==> config.mk <==
export PLATFORM = sky130hd
export DESIGN_NAME = vector_mem_unit_flat
export DESIGN_NICKNAME = d
export VERILOG_FILES = /design/src/rtl/vector_mem_unit_if.sv /design/src/rtl/vector_mem_unit.sv /design/src/flat_wrapper.sv
export SDC_FILE = /design/constraint.sdc
export NUM_CORES = 1
export LEC_CHECK = 0
export ABC_AREA = 1
export BUFFER_PORTS_ARGS = -buffer_cell sky130_fd_sc_hd__buf_4
export CORE_MARGIN = 1.5
export CORE_UTILIZATION = 25
export CTS_BUF_LIST = sky130_fd_sc_hd__clkbuf_8
export CTS_CLUSTER_SIZE = 10
export DETAILED_ROUTE_END_ITERATION = 10
export MAX_ROUTING_LAYER = met4
export SLEW_MARGIN = 20
export SYNTH_ARGS = -nofsm -noshare
export SYNTH_HDL_FRONTEND = slang
export SYNTH_SLANG_ARGS = --single-unit
==> constraint.sdc <==
create_clock -name clk -period 6.3 [get_ports clk]
set_input_delay 1.26 -clock clk [delete_from_list [all_inputs] [get_ports clk]]
set_output_delay 1.26 -clock clk [all_outputs]
set_load 0.005 [all_outputs]
==> src/rtl/vector_mem_unit_if.sv <==
// Memory beat bus between the vector memory unit and a 16-bit data memory.
//   mem_addr  : beat address
//   mem_wdata : beat write data (stores)
//   mem_rdata : beat read data, valid when mem_ready=1 (loads)
//   mem_re    : read strobe
//   mem_we    : write strobe
//   mem_ready : beat accepted/complete in this cycle
// master = vector_mem_unit side, slave = memory side.
interface vector_mem_unit_if #(
    parameter int ADDR_W = 16,
    parameter int LANE_W = 16
);
    logic [ADDR_W-1:0] mem_addr;
    logic [LANE_W-1:0] mem_wdata;
    logic [LANE_W-1:0] mem_rdata;
    logic              mem_re;
    logic              mem_we;
    logic              mem_ready;

    modport master (
        output mem_addr, mem_wdata, mem_re, mem_we,
        input  mem_rdata, mem_ready
    );

    modport slave (
        input  mem_addr, mem_wdata, mem_re, mem_we,
        output mem_rdata, mem_ready
    );
endinterface

==> src/rtl/vector_mem_unit.sv <==
// Vector memory stage: moves one LANES x LANE_W vector between the register
// file and a LANE_W-wide data memory, one lane per beat, stalling on mem_ready.
//   clk, rst_n  : clock, async active-low reset
//   start       : request, sampled only in IDLE (with is_store/addr/store_data)
//   is_store    : 1 = VST (write memory), 0 = VLD (read memory)
//   addr        : base beat address
//   store_data  : vector to store, lane i in [i]
//   busy        : high in XFER and DONE
//   done        : one-cycle completion pulse
//   load_data   : loaded vector, lane i in [i]
//   mem         : memory beat bus (master side)

// One lane of load_data; captures read data when its beat completes.
module vmu_lane_reg #(
    parameter int W = 16
) (
    input  logic         clk,
    input  logic         rst_n,
    input  logic         wr,
    input  logic [W-1:0] d,
    output logic [W-1:0] q
);
    always_ff @(posedge clk or negedge rst_n) begin
        if (!rst_n)  q <= '0;
        else if (wr) q <= d;
    end
endmodule

module vector_mem_unit #(
    parameter int LANES  = 16,
    parameter int LANE_W = 16,
    parameter int ADDR_W = 16
) (
    input  logic                          clk,
    input  logic                          rst_n,
    input  logic                          start,
    input  logic                          is_store,
    input  logic [ADDR_W-1:0]             addr,
    input  logic [LANES-1:0][LANE_W-1:0]  store_data,
    output logic                          busy,
    output logic                          done,
    output logic [LANES-1:0][LANE_W-1:0]  load_data,
    vector_mem_unit_if.master             mem
);
    localparam int LW = $clog2(LANES);

    typedef enum logic [1:0] {IDLE, XFER, DONE} state_t;

    state_t                      state;
    logic [LW-1:0]               lane;
    logic [ADDR_W-1:0]           base;
    logic                        store_q;
    logic [LANES-1:0][LANE_W-1:0] sdata_q;

    logic          last_lane;
    logic          beat;
    logic [LW-1:0] lane_nxt;

    assign last_lane = (lane == LW'(LANES - 1));
    assign beat      = (state == XFER) && mem.mem_ready;
    assign lane_nxt  = lane + 1'b1;

    // Address/strobes/wdata are registered one beat ahead so they stay
    // stable across stall cycles without any extra hold logic.
    always_ff @(posedge clk or negedge rst_n) begin
        if (!rst_n) begin
            state         <= IDLE;
            lane          <= '0;
            base          <= '0;
            store_q       <= 1'b0;
            sdata_q       <= '0;
            busy          <= 1'b0;
            done          <= 1'b0;
            mem.mem_addr  <= '0;
            mem.mem_wdata <= '0;
            mem.mem_re    <= 1'b0;
            mem.mem_we    <= 1'b0;
        end else begin
            case (state)
                IDLE: begin
                    if (start) begin
                        state         <= XFER;
                        busy          <= 1'b1;
                        lane          <= '0;
                        base          <= addr;
                        store_q       <= is_store;
                        sdata_q       <= store_data;
                        mem.mem_addr  <= addr;
                        mem.mem_re    <= !is_store;
                        mem.mem_we    <= is_store;
                        mem.mem_wdata <= is_store ? store_data[0] : '0;
                    end
                end
                XFER: begin
                    if (mem.mem_ready) begin
                        if (last_lane) begin
                            state         <= DONE;
                            done          <= 1'b1;
                            mem.mem_re    <= 1'b0;
                            mem.mem_we    <= 1'b0;
                            mem.mem_wdata <= '0;
                        end else begin
                            lane         <= lane_nxt;
                            // ADDR_W-bit sum wraps modulo 2^ADDR_W
                            mem.mem_addr <= base + ADDR_W'(lane_nxt);
                            if (store_q) mem.mem_wdata <= sdata_q[lane_nxt];
                        end
                    end
                end
                DONE: begin
                    state <= IDLE;
                    done  <= 1'b0;
                    busy  <= 1'b0;
                end
                default: state <= IDLE;
            endcase
        end
    end

    for (genvar g = 0; g < LANES; g++) begin : g_lane
        logic wr;
        assign wr = beat && !store_q && (lane == LW'(g));
        vmu_lane_reg #(.W(LANE_W)) u_lane (
            .clk   (clk),
            .rst_n (rst_n),
            .wr    (wr),
            .d     (mem.mem_rdata),
            .q     (load_data[g])
        );
    end
endmodule

==> src/flat_wrapper.sv <==
// flat-port wrapper written by rule: the top's interface ports become plain ports
module vector_mem_unit_flat 
#(
    parameter int LANES  = 16,
    parameter int LANE_W = 16,
    parameter int ADDR_W = 16
)
  (clk, rst_n, start, is_store, addr, store_data, busy, done, load_data, mem_mem_addr, mem_mem_wdata, mem_mem_re, mem_mem_we, mem_mem_rdata, mem_mem_ready);
  vector_mem_unit_if #(.ADDR_W(ADDR_W), .LANE_W(LANE_W)) mem_i ();
  input  logic clk;
  input  logic rst_n;
  input  logic start;
  input  logic is_store;
  input  logic [ADDR_W-1:0] addr;
  input  logic [LANES-1:0][LANE_W-1:0] store_data;
  output logic busy;
  output logic done;
  output logic [LANES-1:0][LANE_W-1:0] load_data;
  output wire logic [$bits(mem_i.mem_addr)-1:0] mem_mem_addr;
  output wire logic [$bits(mem_i.mem_wdata)-1:0] mem_mem_wdata;
  output wire logic [$bits(mem_i.mem_re)-1:0] mem_mem_re;
  output wire logic [$bits(mem_i.mem_we)-1:0] mem_mem_we;
  input wire logic [$bits(mem_i.mem_rdata)-1:0] mem_mem_rdata;
  input wire logic [$bits(mem_i.mem_ready)-1:0] mem_mem_ready;
  assign mem_mem_addr = mem_i.mem_addr;
  assign mem_mem_wdata = mem_i.mem_wdata;
  assign mem_mem_re = mem_i.mem_re;
  assign mem_mem_we = mem_i.mem_we;
  assign mem_i.mem_rdata = mem_mem_rdata;
  assign mem_i.mem_ready = mem_mem_ready;
  vector_mem_unit #(.LANES(LANES), .LANE_W(LANE_W), .ADDR_W(ADDR_W)) u_core (.clk(clk), .rst_n(rst_n), .start(start), .is_store(is_store), .addr(addr), .store_data(store_data), .busy(busy), .done(done), .load_data(load_data), .mem(mem_i));
endmodule
# After elaboration in Yosys (flattened, before gate mapping)
# Cells that the tools add are included.
[word_totals] output_inout_bits=292 in_bits=293 wordCells=130 ff_bits=571
[op_classes] muxes=31 reduce_logical=32 n_lt_le_gt_ge=1 addsub=2 n_eq_ne=22
[ops] cell="$mux W16" n=9
[ops] cell="$bmux W16 S4" n=1
[ops] cell="$pmux W16 S2" n=2
[ops] cell="$eq A4 B4 Y1 const B" n=8
[ops] cell="$logic_and A1 B1 Y1" n=18
[ops] cell="$add A16 B4 Y16" n=1
[ops] cell="$eq A4 B3 Y1 const B" n=4
[ops] cell="$mux W4" n=3
[ops] cell="$reduce_and A4 Y1" n=3
[ops] cell="$eq A4 B2 Y1 const B" n=2
[ops] cell="$pmux W1 S2" n=4
[ops] cell="$pmux W4 S2" n=1
[ops] cell="$mux W1" n=7
[ops] cell="$mux W2" n=3
[ops] cell="$ne A2 B2 Y1 const B" n=3
[ops] cell="$reduce_and A3 Y1" n=2
[ops] cell="$reduce_bool A2 Y1" n=3
[ops] cell="$lt A4 B5 Y1 const B" n=1
[ops] cell="$add A4 B1 Y4 const B" n=1
[ops] cell="$eq A4 B1 Y1 const B" n=1
[ops] cell="$logic_not A4 Y1" n=1
[ops] cell="$pmux W2 S2" n=1
[ops] cell="$reduce_and A2 Y1" n=2
[ops] cell="$ne A3 B1 Y1 const B" n=1
[ops] cell="other kinds (5)" n=6

# Longest topological paths before layout
# Gate-level depths: netlist (run 1).
[logic_depth] ltp_word=7 depth_mapped=18 ltp_nobuf=13

# By module
# Synthesis (run 1) repeated with hierarchy kept, for this count alone.
[hier_totals] hier_cells=3132 area_unflattened_um2=25843.5
[by_module_without_submodules] module="vector_mem_unit" cells_per_inst=2044 seq_area_each_um2=7882.6 instances=1 area_each_um2=15533.6
[by_module_without_submodules] module="vmu_lane_reg" cells_per_inst=68 seq_area_each_um2=400.4 instances=16 area_each_um2=644.4

# Least setup slack after synthesis (run 1)
# No wires, ideal clock.
[synth_timing] path_type="register to register" from="register u_core.lane[0]" to="register u_core.mem.mem_addr[10]" stages_incl_launch_ff=18 path_slack_ns=3.252 setup_time_ns=0.117 t_arrival_ns=2.931 period_less_slack_ns=3.048 required_ns=6.183 n_path_buf=5 cell_sequence="dfrtp_1 -> buf_2 -> inv_1 -> buf_2 -> buf_1 -> ha_1 -> inv_1 -> clkbuf_1 -> clkbuf_1 -> fa_1 -> nand3b_1 -> nand2_1 -> nand2_1 -> inv_1 -> nand3b_1 -> nand3_1 -> nand2_1 -> nand2_1"
[synth_between] elab_chain_cells=5 word_cells_on_any_way=8 classes_between="2 x add/sub; 2 x eq/ne; 3 x mux; 1 x reduce/logical"
[synth_lines] element="start: declaration" line_no="vector_mem_unit.sv:50" source="logic [LW-1:0] lane;"
[synth_lines] element="start signal: assignment" line_no="vector_mem_unit.sv:103" source="lane <= lane_nxt;"
[synth_lines] element="$add A4 B1 Y4" line_no="vector_mem_unit.sv:61" source="assign lane_nxt = lane + 1'b1;"
[synth_lines] element="$add A16 B4 Y16" line_no="vector_mem_unit.sv:105" source="mem.mem_addr <= base + ADDR_W'(lane_nxt);"
[synth_lines] element="$mux W16" line_no="vector_mem_unit.sv:96" source="if (last_lane) begin"
[synth_lines] element="$mux W16" line_no="vector_mem_unit.sv:95" source="if (mem.mem_ready) begin"
[synth_lines] element="$pmux W16 S2" line_no="vector_mem_unit.sv:79" source="case (state)"
[synth_lines] element="end signal: assignment" line_no="vector_mem_unit.sv:88" source="mem.mem_addr <= addr;"
[synth_lines] element="end signal: assignment" line_no="vector_mem_unit.sv:105"
[synth_lines] element="end: declaration" line_no="vector_mem_unit_if.sv:21" source="output mem_addr, mem_wdata, mem_re, mem_we,"
# Parallel ways exist; a longest one is shown, timed or not. The select of a mux whose other input is x is not followed.
# A chain may end at the register's enable or synchronous reset.

# Worst setup path after layout (run 1)
[layout_timing] from="register u_core.state[1]" to="register u_core.g_lane[13].u_lane.q[11]"
[layout_between] elab_chain_cells=4
[layout_lines] element="start: declaration" line_no="vector_mem_unit.sv:49" source="state_t state;"
[layout_lines] element="start signal: assignment" line_no="vector_mem_unit.sv:67" source="state <= IDLE;"
[layout_lines] element="start signal: assignment" line_no="vector_mem_unit.sv:82" source="state <= XFER;"
[layout_lines] element="start signal: assignment" line_no="vector_mem_unit.sv:97" source="state <= DONE;"
[layout_lines] element="$eq A2 B1 Y1" line_no="vector_mem_unit.sv:60" source="assign beat = (state == XFER) && mem.mem_ready;"
[layout_lines] element="$logic_and A1 B1 Y1" line_no="vector_mem_unit.sv:60"
[layout_lines] element="$logic_and A1 B1 Y1 (2 in a row)" line_no="vector_mem_unit.sv:122" source="assign wr = beat && !store_q && (lane == LW'(g));"
[layout_lines] element="end signal: assignment" line_no="vector_mem_unit.sv:24" source="if (!rst_n) q <= '0;"
[layout_lines] element="end signal: assignment" line_no="vector_mem_unit.sv:25" source="else if (wr) q <= d;"
[layout_lines] element="end: declaration" line_no="vector_mem_unit.sv:21" source="output logic [W-1:0] q"
# No other way between the ends.

==> results of run 1 <==
## state kept, by name (all words and copies together), names as in the netlist
name / count
u_core.base: 16
u_core.busy: 1
u_core.done: 1
u_core.g_lane.u_lane.q: 256
u_core.lane: 4
u_core.mem.mem_addr: 16
u_core.mem.mem_re: 1
u_core.mem.mem_wdata: 16
u_core.mem.mem_we: 1
u_core.sdata_q: 256
u_core.state: 2
u_core.store_q: 1
## area by class of cell
cell class / instances / area (um2)
Antenna cell: 9 / 22.52
Fill cell: 10160 / 64590
Clock inverter: 45 / 305.3
Sequential cell: 571 / 14290
Tap cell: 1276 / 1597
Multi-Input combinational cell: 1822 / 8288
Inverter: 306 / 1159
Clock buffer: 130 / 1789
Timing Repair Buffer: 611 / 4668
## worst max-delay path, stage by stage, from the launching register on
cell and delay (ns):
dfrtp_1 0.44, nor2_4 0.47, inv_2 0.31, nor3_4 0.74, nand4_1 0.90, buf_4 0.47
nand2_1 0.06, o21ai_0 0.08
## worst max-delay path by stage
stage                                           endpoint  slack, ns
final                     u_core.g_lane[13].u_lane.q[11]       2.64
after CTS                   u_core.g_lane[3].u_lane.q[8]       2.52
after global placement      u_core.g_lane[2].u_lane.q[3]       2.40
after floorplan                  u_core.mem.mem_addr[10]       3.25
after detailed placement    u_core.g_lane[3].u_lane.q[4]       2.35
after global routing       u_core.g_lane[13].u_lane.q[2]       2.36
## cells in the mapped netlist, types with 2 or more instances
cell,count,area [um2]
nand2_1,905,3397
dfrtp_1,571,14290
o21ai_0,511,2557
inv_1,301,1130
nand3_1,239,1196
clkbuf_1,151,566.8
a21oi_1,47,235.2
nor2_1,30,112.6
o21ai_1,27,135.1
buf_2,20,100.1
buf_1,15,56.30
nand4_1,10,62.56
ha_1,8,100.1
xor2_1,6,52.55
nand3_2,5,50.05
nand3_4,4,70.07
nand3b_1,4,30.03
nor3_1,4,20.02
inv_2,3,11.26
o22ai_1,3,18.77
clkinv_1,2,7.510
or2_2,2,12.51
xnor2_1,2,17.52
## stage by stage
step	hold slack (ns)	cells
after global routing	0.5081	4770
after CTS	0.4871	4760
after global placement	0.4673	4584
final	0.4845	4770
after floorplan	0.4553	2887
after detailed placement	0.4726	4585
## per-layer routing
layer | vias to the layer above | GRT usage
li1 | 10220 | -
met1 | 10320 | 0.2320
met2 | 780 | 0.2895
met3 | 146 | 0.06146
met4 | 0 | 0.06655
met5 | - | -
## report_power, final
group	leakage [uW]	switching (uW)	internal, uW	total (uW)
logic	0.00763	3900	2200	6110
registers	0.00732	680	5070	5750
clock network	0.00119	1610	1970	3580
## cells by family (layout without fill, tap and decap cells)
group,Yosys count,in the layout,share of synthesized area
flip-flops,571,571,0.5858
buffers and inverters,494,1092,0.07740
adder cells (fa/ha/maj),9,9,0.004924
XOR/XNOR,9,9,0.003539
AO/OA/AOI/OAI,594,594,0.1227
other,0,9,0
AND/OR/NAND/NOR,1210,1210,0.2057
==> flow_summary.yaml, run 1 <==
route:
  drtAntennaViolNets: 0
  dr_total_vias: 21460
  wl_met1_um: 38840
  route.detailed.drc: 0
  drt-total-wl_um: 93030
  highest_layer: "met4"
  firstDrtPassIters: 5
  wl_met3_um: 8359
  wl_per_cell_um: 19.50
  met2_length_um: 42840
  dr.first_iter.drc_count: 1771
  via_per_inst: 4.500
final_layout:
  drive_gt1_frac: 0.2253
  area_growth_pct: 31.68
  nets: 3714
  final_common_cell: "nand2_1"
  finish.utilization: 0.3321
  fin_area_um2: 32120
  mostFrequentLayoutCells: "nand2_1, buf_4, dfrtp_1, o21ai_0, inv_1"
global_route:
  grt_pass1_vias: 21310
  grt_max_degree: 163
  grt_first_pass_wirelength_um: 136000
  grt.total_usage: 0.1887
  gr-total-overflow: 0
  antenna_found_initial: 9
min_path:
  min_path_type: "flip-flop to flip-flop"
  min_path_cells: 2
  min_to: "u_core.g_lane[1].u_lane.q[7]"
  hp-start: "u_core.g_lane[1].u_lane.q[7]"
yosys:
  syn_nets: 3189
  synth_edf_count: 0
  ys_warn_count: 0
  synthFlopType: "dfrtp_1"
  ys_seq_area_frac: 0.5858
  synthCells: 2887
  synth_area_um2: 24390
  synthArstFlopShare: 1.000
  ys_ff_latch: 571
  avgSynthCellArea_um2: 8.449
  yosysUniqueCellTypes: 40
timing:
  finalClockSkew_ns: 0.03332
  tightest_slew_ns: 1.100
  drv_slew: 0
  rsz0062_at_grt: "no"
  setup_ws_ns: 2.637
  finalHoldViolCount: 0
  setup_violations: 0
  relSlewSlack: 0.2658
  fmax_mhz: 273.0
  fin_crit_sh: 0.5814
  period_needed_ns: 3.663
  tns_ns: 0
placed_design:
  dpl_cell_area_um2: 29980
  dp_slack_ns: 2.352
  place.gp.congestion: 0.8414
  io_buffers: 584
  hpwl_um: 65930
setup_path:
  regToRegSetupSlack_ns: 2.64
  r2r-start: "u_core.state[1]"
  path_class: "flip-flop to flip-flop"
  cp_data_arrival_time_ns: 4.19
  r2r_cells: 7
  startpoint_type: "flip-flop"
  endpoint_kind: "flip-flop"
  crit_start: "u_core.state[1]"
  critPathMaxFanout: 22
  cp.required_ns: 6.83
  reg2reg_to: "u_core.g_lane[13].u_lane.q[11]"
clock_network:
  htree_num_levels: 3
  ctsResizeCount: 0
  cts_tree: "yes"
  postCtsSetupRepairBufs: 0
  cts.sinks: 571
  clk_path_buf_depth: 3
  hold_buffers: 0
  clk_pin_slew_ns: 0.06
  cts_buffers: 100
  clock_latency_ns: 0.73
  cts-root-buf: "clkbuf_8"
floorplanning:
  fp.dieArea_um2: 99460
  start_util: 0.2522
  core_um2: 96710
  die_y_um: 315.4
  pin_count: 585
  rows: 114
  die_w_um: 315.4
job:
  cap_violations: 0
power:
  ir_worst_vdd_mv: 0.2363
  power_density_nw_per_um2: 480.4
  leakage_uw: 0.01614
  fin_total_pwr_uw: 15430
run_status:
  status: "finished, final reports clean"
No activity file was read; power rests on OpenSTA's default activity.
==> run 2: changes to the inputs <==
--- a/config.mk
+++ b/config.mk
@@ -5,7 +5,7 @@
 export SDC_FILE = /design/constraint.sdc
 export NUM_CORES = 1
 export LEC_CHECK = 0
-export ABC_AREA = 1
+export ABC_AREA = 0
 export BUFFER_PORTS_ARGS = -buffer_cell sky130_fd_sc_hd__buf_4
 export CORE_MARGIN = 1.5
 export CORE_UTILIZATION = 25
==> constraint.sdc (replaced) <==
create_clock -name clk -period 3.83 [get_ports clk]
set_input_delay 0.766 -clock clk [delete_from_list [all_inputs] [get_ports clk]]
set_output_delay 0.766 -clock clk [all_outputs]
set_load 0.005 [all_outputs]
==> run 2 against run 1 <==
Cell count decreased by 15%. Count of clock-buffer cells in the layout decreased by 3. Critical endpoint is now u_core.mem.mem_addr[10]. Area after synthesis decreased by 1.2%. Setup slack got worse by 1.9 ns. Global-route usage decreased by 1.4 points. Fmax increased by 20%.
==> flow_summary.yaml, run 2 <==
route:
  drt-total-wl_um: 83720
  dr_total_vias: 17950
  via_per_inst: 4.424
  firstDrtPassIters: 5
  route.detailed.drc: 0
  wl_per_cell_um: 20.63
  dr.first_iter.drc_count: 1046
  drtAntennaViolNets: 0
yosys:
  yosys.area.top_type_share: 0.5931
  synthArstFlopShare: 1.000
  ys_ff_latch: 571
  ys_top_cells_by_count: "nand2_1, dfrtp_1, mux2_2"
  synthMostInstantiatedCell: "nand2_1"
  avgSynthCellArea_um2: 11.44
  synth_area_um2: 24090
  synthFlopType: "dfrtp_1"
  ys_warn_count: 0
  yosysUniqueCellTypes: 49
  synth.largest_area_cell: "dfrtp_1"
  syn_nets: 2408
  ys_seq_area_frac: 0.5931
  synthCells: 2106
  synth_edf_count: 0
  synth_area_leaders: "dfrtp_1, nand2_1, mux2_2, mux4_2, buf_2"
floorplanning:
  pin_count: 585
  fp.dieArea_um2: 98230
  core_um2: 95290
  start_util: 0.2528
  rows: 113
  die_w_um: 313.4
  die_y_um: 313.4
global_route:
  antenna_found_initial: 11
  gr-total-overflow: 0
  grt_first_pass_wirelength_um: 123600
  grt.total_usage: 0.1743
  grt_pass1_vias: 18660
  grt_max_degree: 93
setup_path:
  slowest_delay_ns: 0.63
  path_class: "flip-flop to flip-flop"
  cp_data_arrival_time_ns: 3.65
  cp.buffers_inverters: 2
  regToRegSetupSlack_ns: 0.78
  endpoint_kind: "flip-flop"
  crit_top_cell: "inv_1"
  crit_slowest_cell: "ha_4"
  startpoint_type: "flip-flop"
  cp_cell_sequence: "inv_1, ha_4, inv_1, fa_1, nand2b_1, a21o_1, or3_1, a31o_2, o21ai_1"
  cp.required_ns: 4.43
  critPathMaxFanout: 32
  cp_top_family: "adder cells"
final_layout:
  area_growth_pct: 33.23
  mostFrequentLayoutCells: "nand2_1, buf_4, dfrtp_1, mux2_2, clkbuf_8"
  nets: 3010
  largestRegisters: "u_core.g_lane.u_lane.q: 256 flops, u_core.sdata_q: 256 flops"
  fin_area_um2: 32100
  final_common_cell: "nand2_1"
  drive_gt1_frac: 0.3963
clock_network:
  hold_buffers: 0
  htree_num_levels: 3
  clock_latency_ns: 0.71
  ctsResizeCount: 0
  cts-root-buf: "clkbuf_8"
  clk_path_buf_depth: 3
  postCtsSetupRepairBufs: 0
  cts_buffers: 97
  cts.sinks: 571
  cts_tree: "yes"
  clk_pin_slew_ns: 0.06
power:
  power_density_nw_per_um2: 800.9
  leakage_uw: 0.01656
  ir_worst_vdd_mv: 0.4247
  fin_total_pwr_uw: 25700
min_path:
  min_path_type: "input port to asynchronous set/reset pin"
timing:
  fmax_mhz: 328.4
  tightest_slew_ns: 0.9771
  period_needed_ns: 3.045
  fin_crit_sh: 0.7951
  timing.hold.ws_ns: 0.07637
  relSlewSlack: 0.3470
  finalClockSkew_ns: 0.03530
  finalHoldViolCount: 0
  setup_violations: 0
  tns_ns: 0
  drv_slew: 0
  rsz0062_at_grt: "no"
placed_design:
  io_buffers: 584
  hpwl_um: 60830
  place.gp.congestion: 0.8250
  dpl_cell_area_um2: 30020
run_status:
  status: "finished, final reports clean"
job:
  cap_violations: 0
==> run 2: changes by cell type in the layout (fill, tap and decap cells not counted), moves of 54 or more <==
cell and delta:
mux4_2 +62, nand2_1 -54, inv_1 -287, o21ai_0 -489
nand3_1 -228, mux2_2 +251
==> run 2: worst register-to-register path, stage by stage (launching register included) <==
cell      delay [ns]
dfrtp_4         0.46
inv_1           0.11
ha_4            0.63
inv_1           0.14
fa_1            0.40
nand2b_1        0.23
a21o_1          0.24
or3_1           0.35
a31o_2          0.25
o21ai_1         0.14
==> run 2: metrics by stage <==
step	util	worst slack [ns]	instances
6_report	0.3368	0.7848	4058
3_3_place_gp	0.3150	0.8986	3874
4_1_cts	0.3365	0.7759	4048
3_5_place_dp	0.3150	0.8095	3874
5_1_grt	0.3368	0.6222	4058
2_1_floorplan	-	0.4707	2106
==> run 2: worst paths after layout <==
kind,to,depth (start not counted),startpoint
min in group clk,u_core.sdata_q[248],3,store_data[248]
max reg2reg,u_core.mem.mem_addr[10],9,u_core.lane[0]
min,u_core.sdata_q[100],1,rst_n
min reg2reg,u_core.sdata_q[207],2,u_core.sdata_q[207]
max,u_core.mem.mem_addr[10],9,u_core.lane[0]
max in group asynchronous,u_core.sdata_q[9],3,rst_n
==> run 2: cells by family after synthesis <==
group | share of synthesized area
xor gates and xnor gates | 0.005038
and+or+nand+nor | 0.1515
buffers and inverters | 0.02836
muxes | 0.1934
DFF | 0.5931
AOI/OAI and AO/OA | 0.02358
adders and majority gates | 0.004986
==> run 2: cell type report <==
cell class                 count  area (um2)
clock buffer                 127        1748
inverter                      10       37.54
multi-input combinational   1392        9158
clock inverter                47       307.8
tap                         1265        1583
sequential                   571       14290
timing repair buffer         636        4945
antenna                       10       25.02
fill                        9754       63200
==> run 2: where the power goes <==
part | switching (uW) | internal, uW
logic | 4530 | 5130
clock network | 2550 | 3220
registers | 1590 | 8690
total | 8670 | 17000
==> run 2: routing by layer <==
metal	up-vias	track usage	routed length, um
li1	8235	-	-
met1	8885	0.2078	34470
met2	716	0.2804	39800
met3	116	0.05331	7223
met4	0	0.05709	2226
met5	-	-	0
